[src/rtl/part2_mac_pipe_if.sv]
// ---------------------------------------------------------------------------
// part2_mac_pipe_if
//   Sample/result bundle for the part2_mac_pipe multiply-accumulate unit.
//   Parameters must match those of the MAC instance the bundle is attached to.
//
//   Signals
//     a, b       signed operands (WIDTH)
//     clear_in   sample starts a new accumulation
//     valid_in   a/b/clear_in are valid this cycle
//     f          signed accumulated result (OUT_WIDTH)
//     valid_out  f was updated by a sample in the previous cycle
//     overflow   sticky overflow flag (0 unless MAC_SATURATE_EN is defined)
//
//   Modports
//     master     sample source / result consumer side
//     slave      MAC side
// ---------------------------------------------------------------------------
interface part2_mac_pipe_if #(
    parameter int WIDTH     = 10,
    parameter int OUT_WIDTH = 20
) ();
    logic signed [WIDTH-1:0]     a;
    logic signed [WIDTH-1:0]     b;
    logic                        clear_in;
    logic                        valid_in;
    logic signed [OUT_WIDTH-1:0] f;
    logic                        valid_out;
    logic                        overflow;

    modport master (
        output a, b, clear_in, valid_in,
        input  f, valid_out, overflow
    );

    modport slave (
        input  a, b, clear_in, valid_in,
        output f, valid_out, overflow
    );
endinterface

[src/rtl/part2_mac_pipe.sv]
// ---------------------------------------------------------------------------
// part2_mac_pipe
//   Pipelined signed multiply-accumulate: f += a*b for every valid sample.
//   A clear tag travelling with a sample restarts the accumulation from that
//   sample's product. No back-pressure: one result per cycle at most.
//
//   Latency valid_in -> valid_out is 2+MUL_PIPE cycles, one sample per cycle.
//
//   Parameters
//     WIDTH      signed operand width
//     OUT_WIDTH  signed accumulator width, must be >= 2*WIDTH
//     MUL_PIPE   1: register the product before accumulation, 0: feed it directly
//
//   Ports
//     clk        clock, all state updates on posedge
//     reset      synchronous, active-low; clears every stage (in-flight samples lost)
//     bus        part2_mac_pipe_if.slave: a, b, clear_in, valid_in in;
//                f, valid_out, overflow out
//
//   Build option
//     MAC_SATURATE_EN  defined: saturating accumulate with sticky overflow flag
//                      undefined: wrap-around accumulate, overflow tied to 0
// ---------------------------------------------------------------------------
module part2_mac_pipe #(
    parameter int WIDTH     = 10,
    parameter int OUT_WIDTH = 20,
    parameter int MUL_PIPE  = 1
) (
    input  logic             clk,
    input  logic             reset,
    part2_mac_pipe_if.slave  bus
);

    localparam int PW = 2 * WIDTH;

`ifdef MAC_SATURATE_EN
    localparam logic signed [OUT_WIDTH-1:0] F_MAX = {1'b0, {(OUT_WIDTH-1){1'b1}}};
    localparam logic signed [OUT_WIDTH-1:0] F_MIN = {1'b1, {(OUT_WIDTH-1){1'b0}}};

    // Two's-complement overflow: equal addend signs, different sum sign.
    function automatic logic add_ovf(
        input logic signed [OUT_WIDTH-1:0] x,
        input logic signed [OUT_WIDTH-1:0] y,
        input logic signed [OUT_WIDTH-1:0] s
    );
        return (x[OUT_WIDTH-1] == y[OUT_WIDTH-1]) && (s[OUT_WIDTH-1] != x[OUT_WIDTH-1]);
    endfunction

    // Clamp towards the sign shared by both addends when the add overflowed.
    function automatic logic signed [OUT_WIDTH-1:0] sat_sum(
        input logic signed [OUT_WIDTH-1:0] x,
        input logic signed [OUT_WIDTH-1:0] s,
        input logic                        ovf
    );
        if (!ovf)
            return s;
        return x[OUT_WIDTH-1] ? F_MIN : F_MAX;
    endfunction
`endif

    // ---- stage 1: operand capture ----
    logic signed [WIDTH-1:0] a_p1_d, a_p1_q;
    logic signed [WIDTH-1:0] b_p1_d, b_p1_q;
    logic                    clr_p1_d, clr_p1_q;
    logic                    vld_p1_d, vld_p1_q;

    always_comb begin
        vld_p1_d = bus.valid_in;
        a_p1_d   = a_p1_q;
        b_p1_d   = b_p1_q;
        clr_p1_d = clr_p1_q;
        if (bus.valid_in) begin
            a_p1_d   = bus.a;
            b_p1_d   = bus.b;
            clr_p1_d = bus.clear_in;
        end
    end

    always_ff @(posedge clk) begin
        if (!reset) begin
            a_p1_q   <= '0;
            b_p1_q   <= '0;
            clr_p1_q <= 1'b0;
            vld_p1_q <= 1'b0;
        end else begin
            a_p1_q   <= a_p1_d;
            b_p1_q   <= b_p1_d;
            clr_p1_q <= clr_p1_d;
            vld_p1_q <= vld_p1_d;
        end
    end

    // Operands widened first so the product is full precision.
    logic signed [PW-1:0] prod_p1;
    assign prod_p1 = PW'(a_p1_q) * PW'(b_p1_q);

    // ---- stage 2: optional product register ----
    logic signed [PW-1:0] prod_acc;
    logic                 clr_acc;
    logic                 vld_acc;

    if (MUL_PIPE != 0) begin : g_mul_reg
        logic signed [PW-1:0] prod_p2_d, prod_p2_q;
        logic                 clr_p2_d, clr_p2_q;
        logic                 vld_p2_d, vld_p2_q;

        always_comb begin
            vld_p2_d  = vld_p1_q;
            prod_p2_d = prod_p2_q;
            clr_p2_d  = clr_p2_q;
            if (vld_p1_q) begin
                prod_p2_d = prod_p1;
                clr_p2_d  = clr_p1_q;
            end
        end

        always_ff @(posedge clk) begin
            if (!reset) begin
                prod_p2_q <= '0;
                clr_p2_q  <= 1'b0;
                vld_p2_q  <= 1'b0;
            end else begin
                prod_p2_q <= prod_p2_d;
                clr_p2_q  <= clr_p2_d;
                vld_p2_q  <= vld_p2_d;
            end
        end

        assign prod_acc = prod_p2_q;
        assign clr_acc  = clr_p2_q;
        assign vld_acc  = vld_p2_q;
    end else begin : g_mul_wire
        assign prod_acc = prod_p1;
        assign clr_acc  = clr_p1_q;
        assign vld_acc  = vld_p1_q;
    end

    // ---- accumulate stage ----
    logic signed [OUT_WIDTH-1:0] addend;
    logic signed [OUT_WIDTH-1:0] sum;
    logic signed [OUT_WIDTH-1:0] f_d, f_q;
    logic                        valid_out_d, valid_out_q;

    assign addend = OUT_WIDTH'(prod_acc);
    assign sum    = f_q + addend;

`ifdef MAC_SATURATE_EN
    logic ovf_now;
    logic overflow_d, overflow_q;

    // A cleared sample starts from the product alone, so it cannot overflow.
    assign ovf_now = !clr_acc && add_ovf(f_q, addend, sum);

    always_comb begin
        f_d         = f_q;
        overflow_d  = overflow_q;
        valid_out_d = vld_acc;
        if (vld_acc) begin
            if (clr_acc) begin
                f_d        = addend;
                overflow_d = 1'b0;
            end else begin
                f_d        = sat_sum(f_q, sum, ovf_now);
                overflow_d = overflow_q | ovf_now;
            end
        end
    end

    always_ff @(posedge clk) begin
        if (!reset) begin
            f_q         <= '0;
            overflow_q  <= 1'b0;
            valid_out_q <= 1'b0;
        end else begin
            f_q         <= f_d;
            overflow_q  <= overflow_d;
            valid_out_q <= valid_out_d;
        end
    end

    assign bus.overflow = overflow_q;
`else
    always_comb begin
        f_d         = f_q;
        valid_out_d = vld_acc;
        if (vld_acc)
            f_d = clr_acc ? addend : sum;
    end

    always_ff @(posedge clk) begin
        if (!reset) begin
            f_q         <= '0;
            valid_out_q <= 1'b0;
        end else begin
            f_q         <= f_d;
            valid_out_q <= valid_out_d;
        end
    end

    assign bus.overflow = 1'b0;
`endif

    assign bus.f         = f_q;
    assign bus.valid_out = valid_out_q;

endmodule
[src/flat_wrapper.sv]
// flat-port wrapper written by rule: the top's interface ports become plain ports
module part2_mac_pipe_flat 
#(
    parameter int WIDTH     = 10,
    parameter int OUT_WIDTH = 20,
    parameter int MUL_PIPE  = 1
)
  (clk, reset, bus_a, bus_b, bus_clear_in, bus_valid_in, bus_f, bus_valid_out, bus_overflow);
  part2_mac_pipe_if #(.WIDTH(WIDTH), .OUT_WIDTH(OUT_WIDTH)) bus_i ();
  input  logic clk;
  input  logic reset;
  input wire logic [$bits(bus_i.a)-1:0] bus_a;
  input wire logic [$bits(bus_i.b)-1:0] bus_b;
  input wire logic [$bits(bus_i.clear_in)-1:0] bus_clear_in;
  input wire logic [$bits(bus_i.valid_in)-1:0] bus_valid_in;
  output wire logic [$bits(bus_i.f)-1:0] bus_f;
  output wire logic [$bits(bus_i.valid_out)-1:0] bus_valid_out;
  output wire logic [$bits(bus_i.overflow)-1:0] bus_overflow;
  assign bus_i.a = bus_a;
  assign bus_i.b = bus_b;
  assign bus_i.clear_in = bus_clear_in;
  assign bus_i.valid_in = bus_valid_in;
  assign bus_f = bus_i.f;
  assign bus_valid_out = bus_i.valid_out;
  assign bus_overflow = bus_i.overflow;
  part2_mac_pipe #(.WIDTH(WIDTH), .OUT_WIDTH(OUT_WIDTH), .MUL_PIPE(MUL_PIPE)) u_core (.clk(clk), .reset(reset), .bus(bus_i));
endmodule
[config.mk]
export PLATFORM = sky130hd
export DESIGN_NAME = part2_mac_pipe_flat
export DESIGN_NICKNAME = d
export VERILOG_FILES = /design/src/rtl/part2_mac_pipe_if.sv /design/src/rtl/part2_mac_pipe.sv /design/src/flat_wrapper.sv
export SDC_FILE = /design/constraint.sdc
export NUM_CORES = 1
export LEC_CHECK = 0
export ABC_AREA = 1
export BUFFER_PORTS_ARGS = -buffer_cell sky130_fd_sc_hd__buf_2
export CORE_ASPECT_RATIO = 1.1
export CORE_MARGIN = 4
export CORE_UTILIZATION = 55
export DETAILED_ROUTE_END_ITERATION = 8
export HOLD_SLACK_MARGIN = 0.02
export PLACE_DENSITY = 0.84
export SLEW_MARGIN = 20
export SYNTH_ARGS = -nofsm -noshare
export SYNTH_HDL_FRONTEND = slang
export SYNTH_SLANG_ARGS = --single-unit
[constraint.sdc]
create_clock -name clk -period 6.5 [get_ports clk]
set_input_delay 0.65 -clock clk [delete_from_list [all_inputs] [get_ports clk]]
set_output_delay 0.65 -clock clk [all_outputs]
set_load 0.02 [all_outputs]
== Yosys cells after proc, flatten, opt, wreduce, memory -nomap -nowiden ==
Cells that the tools add are included.
W data, S select, Z words.
Word-level totals
  flip-flop bits (word level): 65
  input bits: 24
  output and inout bits: 22
Operators by class
  $add $sub $neg: 1
  multipliers: 1
  mux-type cells: 1
Operators with widths (number)
  $add A20 B20 Y20: 1
  $mul A10 B10 Y20: 1
  $mux W20: 1

== Logic depth before layout (Yosys ltp) ==
  depth in word-level cells: 2
  depth in mapped cells: 23
  depth with buffers taken out: 22

== Worst setup path before layout ==
No wires, ideal clock.
  path kind: reg-to-reg
  start: reg u_core.b_p1_q[1]
  end: reg u_core.g_mul_reg.prod_p2_q[15], in the netlist u_core.addend[15]
  library setup time: 0.115 ns
  data arrival time: 4.535 ns
  slack: 1.850 ns
  stages on the path, launching flop included: 18
  path buffers: 1
  cells stage by stage: dfxtp_1 clkbuf_1 nand2_1 fa_1 inv_1 fa_1 fa_1 fa_1 inv_1 fa_1 inv_1 ha_1 a21oi_1 o21ai_0 nand3b_1 xor2_1 o21ai_0 inv_1
On the way
  word-level cells in the longest chain between the ends: 1
Ends and longest elaborated chain
  start, declared: line part2_mac_pipe.sv:63  | logic signed [WIDTH-1:0] b_p1_d, b_p1_q;
  start signal, assigned: line part2_mac_pipe.sv:87  | b_p1_q <= b_p1_d;
  $mul A10 B10 Y20: line part2_mac_pipe.sv:95  | assign prod_p1 = PW'(a_p1_q) * PW'(b_p1_q);
  end signal, assigned: line part2_mac_pipe.sv:123  | prod_p2_q <= prod_p2_d;
  end, declared: line part2_mac_pipe.sv:103  | logic signed [PW-1:0] prod_p2_d, prod_p2_q;
No other way between the ends.
A chain may end at the register's enable or synchronous reset.

== Worst setup path in the final report ==
  start: reg u_core.b_p1_q[1]
  end: reg u_core.g_mul_reg.prod_p2_q[19], in the netlist u_core.addend[19]
The elaborated chain is that of the path after synthesis.

==> metrics <==
status=completed; final-report hold violation count=0; most common cell in the netlist=nand2_1; Hold Path Class=register to register; cts bufs inserted=9; Sequential cell area=0.001301 sq mm; worst-case vdd ir drop=0.1738 mV; CTS Buffer Depth=2; crit path from=u_core.b_p1_q[1]$_SDFFE_PN0P_; Tightest Pin Transition=1.008 ns; Die H=134.5 um; RSZ-0062 raised after global routing=no; share of layout cells above drive strength 1=8.412%; Hold Buf Count CTS=0; hold path start=u_core.bus.f[14]$_SDFFE_PN0P_; final std cells w/o fill=1353; number of distinct library cells after synthesis=35; ANT cells=0; Post-Route WL=17960 um; H-tree levels=3; drt drc=0; num rows=45; Seq/Total Area, Yosys=16.26%; max-slew violations=0; Setup CP Type=register to register; Detail Route Antenna Nets=0; final setup TNS=0 ns; CTS sink count=65; Die W=123.0 um; Cell Area, Synth=0.008005 sq mm; Post-CTS Setup Bufs=0; Yosys top cell area share=23.01%; syn_area_per_cell=6.973 sq um; GP Congestion=0.9173; clk root buf=clkbuf_16; initial antenna violation count=0; nets@finish=1344; Die Area=0.01655 sq mm; via/cell ratio=5.123; crit path time final=4.991 ns; Synth area leaders=fa_1 (23%), dfxtp_1 (16%), nand2_1 (12%); ys flop type=dfxtp_1; PwrDens=179.0 mW/mm^2; FF+latch count, synth=65; ys async rst share=0%; vias in the first global route=6970; Area Overhead vs Synth=7.205%; WL/cell=13.27 um; area of the multi-input gates=0.005547 sq mm; post-detail-place hpwl=14570 um; hold slack=0.4818 ns; clock-pin transition on the worst setup and hold timing paths=0.06 ns; Critical R2R Launch=u_core.b_p1_q[1]$_SDFFE_PN0P_; CTS tree=built; Initial Util=57.10%; Final setup viols=0; Ys Warns=0; number of synthesized flops with an enable pin=0; data required time of the critical path=6.75 ns; Fillers=1234; largest net degree at the start of global routing=39; Worst Skew=0.007315 ns; GRT Total Usage=23.30%; Core Region=0.01402 sq mm; Max Clk Rate=200.4 MHz; P_leak=4.987 nW; max cap viols=0; first-pass GRT wire length=31190 um; drt pass-1 iters=7; io pins=46; Crit. End Element=register; synthesized netlist cell count=1148; CP arrival=5.24 ns; GR Overflow Total=0; synth cell count leaders=nand2_1 (260), inv_1 (258), nor2_1 (106); Max-Slew Margin vs Limit=32.75%; net count after synthesis=1332; Critical Path Source Type=register; 1st-iter DRT viols=424; vias post-DR=6932; Resized cells post-CTS=0; Yosys top cell by area=fa_1; CP max FO=11; clk_lat worst skew=0.35 ns; placed cell count=1337; IO buf count=44; fin crit share=76.79%
-- layout by cell type, fill, tap and decap left out, drive strengths merged --
| master | instances |
|---|---|
| a21boi | 1 |
| a21o | 3 |
| a21oi | 80 |
| buf | 44 |
| clkbuf | 11 |
| clkinv | 4 |
| clkinvlp | 1 |
| conb | 1 |
| dfxtp | 65 |
| fa | 92 |
| ha | 68 |
| inv | 263 |
| nand2 | 270 |
| nand3 | 46 |
| nand3b | 3 |
| nand4 | 6 |
| nor2 | 112 |
| nor3 | 3 |
| nor4 | 1 |
| o21a | 1 |
| o21ai | 62 |
| o21bai | 2 |
| o221a | 1 |
| or2 | 3 |
| xnor2 | 5 |
| xor2 | 17 |
-- worst paths after layout --
path                                                        to  slack [ns]  cells after the start
worst min register to register   u_core.bus.f[14]$_SDFFE_PN0P_        0.48                      2
worst min-delay path             u_core.bus.f[14]$_SDFFE_PN0P_        0.48                      2
worst max register to register  u_core.addend[19]$_SDFFE_PN0P_        1.51                     20
worst max-delay path            u_core.addend[19]$_SDFFE_PN0P_        1.51                     20
-- registers in the layout (all words and copies together), names as in the netlist --
| name | cells |
|---|---|
| u_core.addend | 20 |
| u_core.bus.f | 20 |
| u_core.a_p1_q | 10 |
| u_core.b_p1_q | 10 |
| u_core.bus.valid_out | 1 |
| u_core.clr_acc | 1 |
| u_core.clr_p1_q | 1 |
| u_core.g_mul_reg.vld_p2_d | 1 |
| u_core.g_mul_reg.vld_p2_q | 1 |
-- area by class of cell --
cell class                 instances  area share (%)
clock buffer                      11           2.945
clock inverter                     5          0.4520
inverter                         263           11.50
multi-input combinational        777           64.63
sequential                        65           15.16
tap                              188           2.741
timing repair buffer              44           2.566
-- stage by stage --
stage | power, W | setup WS (ns) | cell area (sq um) | utilization, %
5_1_grt | 0.001676 | 1.162 | 8582 | 61.21
3_5_place_dp | 0.001074 | 1.507 | 8290 | 59.13
3_3_place_gp | 0.001051 | 1.628 | 8290 | 59.13
4_1_cts | 0.001548 | 1.513 | 8582 | 61.21
6_report | 0.001536 | 1.509 | 8582 | 61.21
2_1_floorplan | 0.0009429 | 1.850 | 8005 | -
-- metal layers --
metal / vias up / track usage (%) / share of wire, %
met5: - / 0 / 0
met4: 0 / 7.938 / 3.5
met3: 46 / 4.525 / 6.0
met2: 220 / 41.84 / 50
met1: 3191 / 27.63 / 41
li1: 3475 / - / -
-- worst max-delay path, cell delays in order (launching register included) --
cell	delay, ns
dfxtp_1	0.54
nand2_1	0.20
fa_1	0.67
inv_1	0.14
fa_1	0.49
fa_1	0.50
fa_1	0.49
inv_1	0.05
fa_1	0.47
inv_1	0.04
ha_1	0.34
a21oi_1	0.24
o21ai_0	0.12
nand2_1	0.07
nand2_1	0.04
a21oi_1	0.20
inv_1	0.06
nand2_1	0.06
nand3_1	0.06
nand2_1	0.08
inv_1	0.03
-- kinds of logic (layout without fill, tap and decap cells) --
group	Yosys count	count (layout)	share of synthesized area, %
compound gates	150	150	10.19
other cells	1	1	0.04684
xor+xnor	22	22	2.407
flops	65	65	16.26
buf+inv	306	323	14.46
simple gates	444	444	23.01
fa+ha+maj	160	160	33.64
-- where the power goes --
part	internal (W)	switching [W]	total (W)
registers	0.000426	0.0000463	0.000472
logic	0.000230	0.000368	0.000598
clock network	0.000280	0.000186	0.000467
total	0.000936	0.000601	0.00154
Note: power is estimated with default switching activity, not from simulation.
